### src/rtl/nibble_add_pkg.sv
// rtl/nibble_add_pkg.sv - shared types and constants for the nibble-serial adder
package nibble_add_pkg;

  typedef enum logic [1:0] {IDLE, RUN, DONE} state_t;

  localparam int NIB_W = 4;

  // A single-nibble adder still needs a 1-bit counter register.
  function automatic int cnt_width(input int nib);
    return (nib > 1) ? $clog2(nib) : 1;
  endfunction

endpackage

### src/rtl/nibble_serial_adder_if.sv
// rtl/nibble_serial_adder_if.sv - operand/result handshake bundle for the nibble-serial adder
interface nibble_serial_adder_if #(
  parameter int WIDTH = 16
);

  logic             in_valid;
  logic             in_ready;
  logic [WIDTH-1:0] a;
  logic [WIDTH-1:0] b;
  logic             cin;
  logic             out_valid;
  logic             out_ready;
  logic [WIDTH-1:0] sum;
  logic             cout;

  modport master (
    output in_valid, a, b, cin, out_ready,
    input  in_ready, out_valid, sum, cout
  );

  modport slave (
    input  in_valid, a, b, cin, out_ready,
    output in_ready, out_valid, sum, cout
  );

endinterface

### src/rtl/cla4_stage.sv
// rtl/cla4_stage.sv - combinational 4-bit carry-lookahead adder slice
module cla4_stage (
  input  logic [3:0] a,
  input  logic [3:0] b,
  input  logic       cin,
  output logic [3:0] s,
  output logic       cout
);

  logic [3:0] p;
  logic [3:0] g;
  logic [4:1] c;

  assign p = a ^ b;
  assign g = a & b;

  // Every carry is flattened to generate/propagate terms so no carry ripples.
  assign c[1] = g[0] | (p[0] & cin);
  assign c[2] = g[1] | (p[1] & g[0]) | (p[1] & p[0] & cin);
  assign c[3] = g[2] | (p[2] & g[1]) | (p[2] & p[1] & g[0]) | (p[2] & p[1] & p[0] & cin);
  assign c[4] = g[3] | (p[3] & g[2]) | (p[3] & p[2] & g[1]) | (p[3] & p[2] & p[1] & g[0])
              | (p[3] & p[2] & p[1] & p[0] & cin);

  assign s    = p ^ {c[3:1], cin};
  assign cout = c[4];

endmodule

### src/rtl/nibble_serial_adder.sv
// rtl/nibble_serial_adder.sv - WIDTH-bit adder that runs one 4-bit CLA slice per cycle, LSB nibble first
module nibble_serial_adder
  import nibble_add_pkg::*;
#(
  parameter int WIDTH = 16
) (
  input  logic                 clk,
  input  logic                 rst_n,
  nibble_serial_adder_if.slave bus,
  output logic                 busy
);

  localparam int NIB = WIDTH / NIB_W;
  localparam int CW  = cnt_width(NIB);

  state_t           state;
  state_t           state_nx;
  logic [WIDTH-1:0] a_sh;
  logic [WIDTH-1:0] b_sh;
  logic [WIDTH-1:0] sum_r;
  logic [WIDTH-1:0] sum_shift;
  logic             carry;
  logic             cout_r;
  logic [CW-1:0]    cnt;
  logic [3:0]       slice_s;
  logic             slice_cout;
  logic             accept;
  logic             last;

  cla4_stage u_cla (
    .a    (a_sh[3:0]),
    .b    (b_sh[3:0]),
    .cin  (carry),
    .s    (slice_s),
    .cout (slice_cout)
  );

  assign accept = bus.in_valid && bus.in_ready;
  assign last   = (cnt == CW'(NIB - 1));

  // New nibble enters at the top; after NIB steps the LSB nibble has reached bit 0.
  always_comb begin
    sum_shift = sum_r >> NIB_W;
    sum_shift[WIDTH-1 -: NIB_W] = slice_s;
  end

  always_ff @(posedge clk or negedge rst_n) begin
    if (!rst_n) begin
      state <= IDLE;
    end else begin
      state <= state_nx;
    end
  end

  always_comb begin
    state_nx      = state;
    bus.in_ready  = 1'b0;
    bus.out_valid = 1'b0;
    busy          = 1'b0;
    case (state)
      IDLE: begin
        bus.in_ready = rst_n;
        if (accept) state_nx = RUN;
      end
      RUN: begin
        busy = 1'b1;
        if (last) state_nx = DONE;
      end
      DONE: begin
        busy          = 1'b1;
        bus.out_valid = 1'b1;
        if (bus.out_ready) state_nx = IDLE;
      end
      default: state_nx = IDLE;
    endcase
  end

  always_ff @(posedge clk or negedge rst_n) begin
    if (!rst_n) begin
      a_sh   <= '0;
      b_sh   <= '0;
      sum_r  <= '0;
      carry  <= 1'b0;
      cout_r <= 1'b0;
      cnt    <= '0;
    end else begin
      if (state == IDLE && accept) begin
        a_sh  <= bus.a;
        b_sh  <= bus.b;
        carry <= bus.cin;
        cnt   <= '0;
      end else if (state == RUN) begin
        a_sh  <= a_sh >> NIB_W;
        b_sh  <= b_sh >> NIB_W;
        sum_r <= sum_shift;
        carry <= slice_cout;
        cnt   <= cnt + CW'(1);
        if (last) cout_r <= slice_cout;
      end
    end
  end

  assign bus.sum  = sum_r;
  assign bus.cout = cout_r;

endmodule

### src/flat_wrapper.sv
// flat-port wrapper written by rule: the top's interface ports become plain ports
module nibble_serial_adder_flat import nibble_add_pkg::*;
#(
  parameter int WIDTH = 16
)
  (clk, rst_n, busy, bus_in_valid, bus_a, bus_b, bus_cin, bus_out_ready, bus_in_ready, bus_out_valid, bus_sum, bus_cout);
  nibble_serial_adder_if #(.WIDTH(WIDTH)) bus_i ();
  input  logic clk;
  input  logic rst_n;
  output logic busy;
  input wire logic [$bits(bus_i.in_valid)-1:0] bus_in_valid;
  input wire logic [$bits(bus_i.a)-1:0] bus_a;
  input wire logic [$bits(bus_i.b)-1:0] bus_b;
  input wire logic [$bits(bus_i.cin)-1:0] bus_cin;
  input wire logic [$bits(bus_i.out_ready)-1:0] bus_out_ready;
  output wire logic [$bits(bus_i.in_ready)-1:0] bus_in_ready;
  output wire logic [$bits(bus_i.out_valid)-1:0] bus_out_valid;
  output wire logic [$bits(bus_i.sum)-1:0] bus_sum;
  output wire logic [$bits(bus_i.cout)-1:0] bus_cout;
  assign bus_i.in_valid = bus_in_valid;
  assign bus_i.a = bus_a;
  assign bus_i.b = bus_b;
  assign bus_i.cin = bus_cin;
  assign bus_i.out_ready = bus_out_ready;
  assign bus_in_ready = bus_i.in_ready;
  assign bus_out_valid = bus_i.out_valid;
  assign bus_sum = bus_i.sum;
  assign bus_cout = bus_i.cout;
  nibble_serial_adder #(.WIDTH(WIDTH)) u_core (.clk(clk), .rst_n(rst_n), .bus(bus_i), .busy(busy));
endmodule
### config.mk
export PLATFORM = sky130hd
export DESIGN_NAME = nibble_serial_adder_flat
export DESIGN_NICKNAME = d
export VERILOG_FILES = /design/src/rtl/nibble_add_pkg.sv /design/src/rtl/nibble_serial_adder_if.sv /design/src/rtl/cla4_stage.sv /design/src/rtl/nibble_serial_adder.sv /design/src/flat_wrapper.sv
export SDC_FILE = /design/constraint.sdc
export NUM_CORES = 1
export LEC_CHECK = 0
export CAP_MARGIN = 20
export CORE_MARGIN = 2
export CORE_UTILIZATION = 45
export CTS_CLUSTER_SIZE = 24
export DETAILED_ROUTE_END_ITERATION = 12
export MAX_ROUTING_LAYER = met4
export PLACE_DENSITY_LB_ADDON = 0.08
export SETUP_SLACK_MARGIN = 0.15
export SYNTH_ARGS = -nofsm -noshare
export SYNTH_HDL_FRONTEND = slang
export SYNTH_SLANG_ARGS = --single-unit
### constraint.sdc
create_clock -name clk -period 1.3 [get_ports clk]
set_input_delay 0.26 -clock clk [delete_from_list [all_inputs] [get_ports clk]]
set_output_delay 0.26 -clock clk [all_outputs]
set_load 0.1 [all_outputs]
# ---- Word level (Yosys, flattened, before mapping)
# Cells that the tools add are included.
dict set report op_classes {
  muxes 15
  n_addsub 1
  n_lt_le_gt_ge 0
  shift 0
  n_bitwise 30
  div_mod_pow 0
  n_reduce_logical 8
  multipliers 0
  n_eq_ne 6
}
# op count
set ops {}
lappend ops {{$mux 16} 4}
lappend ops {{$and 1x1->1} 16}
lappend ops {{$mux 2} 5}
lappend ops {{$or 1x1->1} 10}
lappend ops {{$xor 4x4->4} 2}
lappend ops {{$pmux 2 s3} 1}
lappend ops {{$reduce_and 3->1} 2}
lappend ops {{$mux 1} 5}
lappend ops {{$and 4x4->4} 1}
lappend ops {{$eq 2x2->1 const B} 2}
lappend ops {{$ne 2x1->1 const B} 2}
lappend ops {{$add 2x1->2 const B} 1}
lappend ops {{$eq 2x1->1 const B} 1}
lappend ops {{$logic_and 1x1->1} 2}
lappend ops {{$logic_not 2->1} 1}
lappend ops {{$ne 2x2->1 const B} 1}
lappend ops {{$reduce_and 2->1} 1}
lappend ops {{$reduce_bool 2->1} 1}
lappend ops {{$reduce_or 2->1} 1}
lappend ops {{$not 1->1} 1}
dict set report word_totals {
  output_inout_bits 20
  input_bits 37
  mem_bits_ro 0
  regBits 54
  n_memories 0
  mem_bits_rw 0
  latch_bits 0
}

# ---- Logic depth before layout (Yosys ltp)
dict set report logic_depth {
  word_depth 8
  depth_mapped 7
}

# ---- Modules after synthesis
# Synthesis repeated with hierarchy kept, for this count alone.
dict set report unflattened {
  cells_unflattened 222
  area_unflattened_um2 2514.9
}
# module area_per_inst_um2 instances cells_per_inst seq_area_each_um2
set modules_own_cells {}
lappend modules_own_cells {nibble_serial_adder 2367.3 1 205 1351.3}
lappend modules_own_cells {cla4_stage 147.6 1 17 0.0}

# ---- Least setup slack after synthesis
# OpenSTA, ideal clock, no wires.
dict set report synth_path {
  path_kind {register to register}
  start {register u_core.state[0]}
  end {register u_core.state[0]}
  setup_slack_ps -746
  setup_ps 128
  required_time_ps 1172
  stages_incl_launch_ff 6
  period_less_slack_ps 2046
  arrival_time_ps 1918
  cell_sequence {dfrtp_1 inv_1 ha_1 nor2b_1 nor3_1 mux2_1}
}
dict set report synth_between {
  elab_chain_len 5
}
# element line_no
set synth_lines {}
lappend synth_lines {{start: declaration} nibble_serial_adder.sv:16} ;# state_t state;
lappend synth_lines {{start signal: assignment} nibble_serial_adder.sv:51} ;# state <= state_nx;
lappend synth_lines {{$logic_not 2->1} nibble_serial_adder.sv:60} ;# case (state)
lappend synth_lines {{$mux 1} nibble_serial_adder.sv:60}
lappend synth_lines {{$logic_and 1x1->1} nibble_serial_adder.sv:38} ;# assign accept = bus.in_valid && bus.in_ready;
lappend synth_lines {{$ne 2x1->1 (no line)} n/a}
lappend synth_lines {{$reduce_and 3->1 (no line)} n/a}
# Parallel ways exist; a longest one is shown, timed or not.
# A chain may end at the register's enable or synchronous reset.

# ---- Final worst setup path
dict set report layout_path {
  start {register u_core.state[1]}
  end {register u_core.a_sh[11]}
}
dict set report layout_between {
  elab_chain_len 5
}
# element line_no
set layout_lines {}
lappend layout_lines {{$logic_not 2->1} {nibble_serial_adder.sv:60, nibble_serial_adder.sv:87}}
lappend layout_lines {{$mux 1} nibble_serial_adder.sv:60}
lappend layout_lines {{$logic_and 1x1->1} nibble_serial_adder.sv:38}
lappend layout_lines {{$logic_and 1x1->1} nibble_serial_adder.sv:87} ;# if (state == IDLE && accept) begin
lappend layout_lines {{$mux 16 or $reduce_bool 2->1 (tied branches)} n/a}
lappend layout_lines {{end signal: assignment} nibble_serial_adder.sv:88} ;# a_sh <= bus.a;
lappend layout_lines {{end signal: assignment} nibble_serial_adder.sv:93} ;# a_sh <= a_sh >> NIB_W;
lappend layout_lines {{end: declaration} nibble_serial_adder.sv:18} ;# logic [WIDTH-1:0] a_sh;
# Parallel ways exist; a longest one is shown, timed or not.

==> out/qor.csv <==
stage,metric,value,unit
status,status,"complete, but fails checks",
status,violations,negative setup slack,
grt,track_usage,21.43,%
die,die_area,6986,um^2
final_layout,fin_cells,431,
clock_tree,clock_latency,0.31,ns
timing,fin_crit_sh,120.6,%
critical_path,path_buf_inv,4,
die,core,6026,um^2
grt,busiest_layer,met2,
grt,grt_pass1_wl,11870,um
logic_synthesis,netlist_instances,231,
clock_tree,clk_path_buf_depth,2,
power_and_ir_drop,power.internal,0.008183,W
final_layout,fin_area,5016,um^2
timing,setup_ws,-0.2683,ns
placed_design,dp_hpwl,3724,um
placed_design,dpl_cell_area,3831,um^2
final_layout,antenna_cells,0,
logic_synthesis,synth_fp_nets,278,
detailed_routing,wl_per_cell,16.88,um
logic_synthesis,synthArstFlopShare,100.0,%
critical_path,crit_path_start_kind,flop,
timing,fin_skew,0.01148,ns
placed_design,place_congestion,0.8143,
die,ios,57,
detailed_routing,drt_iter0_drc,97,
detailed_routing,dr.pass1.iters,4,
power_and_ir_drop,power.total,0.01441,W
timing,period_minus_slack,1.568,ns
final_layout,drive_gt1_share,66.01,%
placed_design,dp_slack,-0.2120,ns
detailed_routing,ant_nets,0,
clock_tree,cts_max_level,2,
logic_synthesis,synth_xor_area_share,0.6146,%
grt,grt_max_degree,27,
logic_synthesis,ys_warn_count,0,
grt,globalRouteMet3Util,3.264,%
logic_synthesis,synth_top_cell_by_area,dfrtp_1,
logic_synthesis,ys_seq_area_share,47.41,%
grt,grt_pass1_vias,2433,
detailed_routing,drt-total-wl,7277,um
grt,grt_overflow_total,0,
power_and_ir_drop,clockPowerShare,6.8,%
critical_path,cp_slowest_cell,dfrtp_1,
power_and_ir_drop,netSwitchingFraction,43.22,%
logic_synthesis,ys_types,35,
critical_path,max_stage_delay,0.41,ns
logic_synthesis,synth-seq-cells,54,
critical_path,ff2ff_path_depth,7,
flow_run,maxCapViolations,0,
timing,fmax,0.6376,GHz
clock_tree,clock_sinks,54,
critical_path,crit_path_end_kind,flop,
power_and_ir_drop,power_density,2873,nW/um^2
logic_synthesis,yosysMostFrequentCell,dfrtp_1,
timing,grt_setup_unrepaired,true,
critical_path,crit_type,flop to flop,
logic_synthesis,syn-cell-area,2850,um^2
die,start_util,47.30,%
power_and_ir_drop,p_switching,0.006229,W
timing,hold_viol,0,
final_layout,multiInputGateArea,1689,um^2
detailed_routing,vias,2234,
critical_path,crit_top_cell,buf_6,
final_layout,nFillCells,295,
logic_synthesis,synth_commonest_cells,"54 x dfrtp_1, 32 x nand2_2, 32 x o21ai_2",
detailed_routing,drc,0,
critical_path,worstPathRequired,1.50,ns
critical_path,crit_cells,7,
critical_path,cpLargestDelayFamily,buffers and inverters,
logic_synthesis,synth_top_family_by_area,multiplexers,
timing,max_slew_margin,77.78,%
final_layout,syn_to_final_growth,75.99,%
critical_path,crit_chain,inv_2 > buf_6 > ha_4 > buf_6 > buf_12 > mux2i_1 > o21ai_2,
clock_tree,tritoncts,built,
logic_synthesis,synth_fa_ha_area_share,4.653,%
logic_synthesis,synth_compound_area_share,14.05,%
logic_synthesis,synth-simple-area-share,11.63,%
final_layout,regArea,1375,um^2
final_layout,utilization,83.24,%
logic_synthesis,synth.mux.area_fraction,14.66,%
placed_design,portBuffers,56,
timing,setup_viol_count_final,57,
logic_synthesis,synth_ff_type,dfrtp_1,
placed_design,placedCellCount,372,
power_and_ir_drop,p_leak,2.289,nW
final_layout,nets,402,
power_and_ir_drop,p_comb_share,71.0,%
grt,antenna_found_initial,0,
detailed_routing,vias_per_cell,5.183,
timing,tightest_slew,0.3333,ns
die,die_y,83.59,um
worst_hold_path,hp-class,input port to async pin,
logic_synthesis,synth_top_cells_by_area,"dfrtp_1 47%, o21ai_2 9.8%, mux2i_1 9.1%",
die,num_rows,28,
critical_path,cp_max_fo,8,
logic_synthesis,synth-edff-count,0,
logic_synthesis,synth_top_cell_area_share,47.41,%
grt,use_met1,27.64,%
grt,use_met2,35.93,%
timing,final_max_slew_viol_count,0,
clock_tree,cts_root_buf,clkbuf_8,
clock_tree,clkTransAtPathRegs,0.10,ns
power_and_ir_drop,ir_drop,3.126,mV
die,die_w,83.59,um
power_and_ir_drop,seq_power_share,22.2,%
critical_path,critPathArrivalTime,1.77,ns
logic_synthesis,syn_avg_cell_area,12.34,um^2
clock_tree,cts-buffers-inserted,5,
-- per-stage QoR --
step,TNS [ns],hold slack (ns)
final,-10.43,0.1064
after global routing,-13.47,0.1408
after CTS,-9.068,0.09743
after detailed placement,-7.668,0.1179
after global placement,-6.499,0.1181
after floorplan,-4.340,-0.03559
-- state kept, by name, indices dropped and copies added (netlist names) --
signal and flops:
u_core.a_sh 16, u_core.b_sh 16, u_core.bus.sum 16, u_core.cnt 2
u_core.state 2, u_core.bus.cout 1, u_core.carry 1
-- cells in the final DEF (no fill, tap or decap), types with 3 or more instances in the layout --
cell type	n
ha_4	7
mux2i_2	5
o21ai_2	32
clkbuf_8	6
clkdlybuf4s50_1	35
buf_6	17
dfrtp_2	19
inv_2	3
nand2b_1	8
buf_16	9
nand2_2	10
nor2_2	3
inv_1	6
mux2i_1	17
buf_12	29
mux2_4	14
mux2i_4	4
dfrtp_1	35
nand2_4	22
buf_4	34
buf_8	4
-- power by group through the flow --
stage                     clock, W  combinational, W  sequential (W)
after global placement           0           0.00716         0.00312
final                     0.000982            0.0102         0.00319
after detailed placement         0           0.00727         0.00314
after CTS                 0.000983           0.00968         0.00312
after floorplan                  0           0.00327         0.00484
after global routing       0.00108            0.0107         0.00327
-- logic make-up (layout without fill, tap and decap cells) --
family                   count (synthesis)  in the layout
flip-flops                              54             54
AO/OA/AOI/OAI                           48             48
AND/OR/NAND/NOR                         54             54
XOR/XNOR                                 2              2
multiplexers                            40             40
adder cells (fa/ha/maj)                 10             10
buffers and inverters                   23            148
-- per-layer routing --
metal | routed length [um] | up-vias
met5 | 0 | -
met4 | 109 | 0
met3 | 205 | 12
met2 | 3788 | 57
met1 | 3173 | 1112
li1 | - | 1053
-- final cells by class --
| class | count | area share, % |
|---|---|---|
| clock buffers | 7 | 1.721 |
| well taps | 75 | 1.871 |
| inverters | 9 | 0.6735 |
| repair buffers | 131 | 34.55 |
| multi-input cells | 154 | 33.67 |
| flip-flops and latches | 54 | 27.41 |
| clock inverters | 1 | 0.09978 |
-- worst paths after layout --
kind                                              from                            end  slack [ns]
max in group asynchronous                        rst_n    u_core.state[0]$_DFFE_PN0P_        0.69
setup / recovery           u_core.state[1]$_DFFE_PN0P_    u_core.a_sh[11]$_DFFE_PN0P_       -0.27
setup reg to reg           u_core.state[1]$_DFFE_PN0P_    u_core.a_sh[11]$_DFFE_PN0P_       -0.27
min in group clk                                 rst_n       u_core.carry$_DFFE_PN0P_        0.38
hold reg to reg            u_core.b_sh[13]$_DFFE_PN0P_    u_core.b_sh[13]$_DFFE_PN0P_        0.56
hold / removal                                   rst_n  u_core.bus.sum[5]$_DFFE_PN0P_        0.11
-- timing repair --
| action | CTS | global route |
|---|---|---|
| hold endpoints to repair | 2 | 0 |
| hold buffers | 1 | 0 |
| resized for setup | 79 | 29 |
| endpoints found under the setup margin | 74 | 74 |
| pin swaps | 21 | 17 |
| buffers inserted | 36 | 4 |
| cloned | 10 | 0 |
Power figures use the tool's default switching activity.
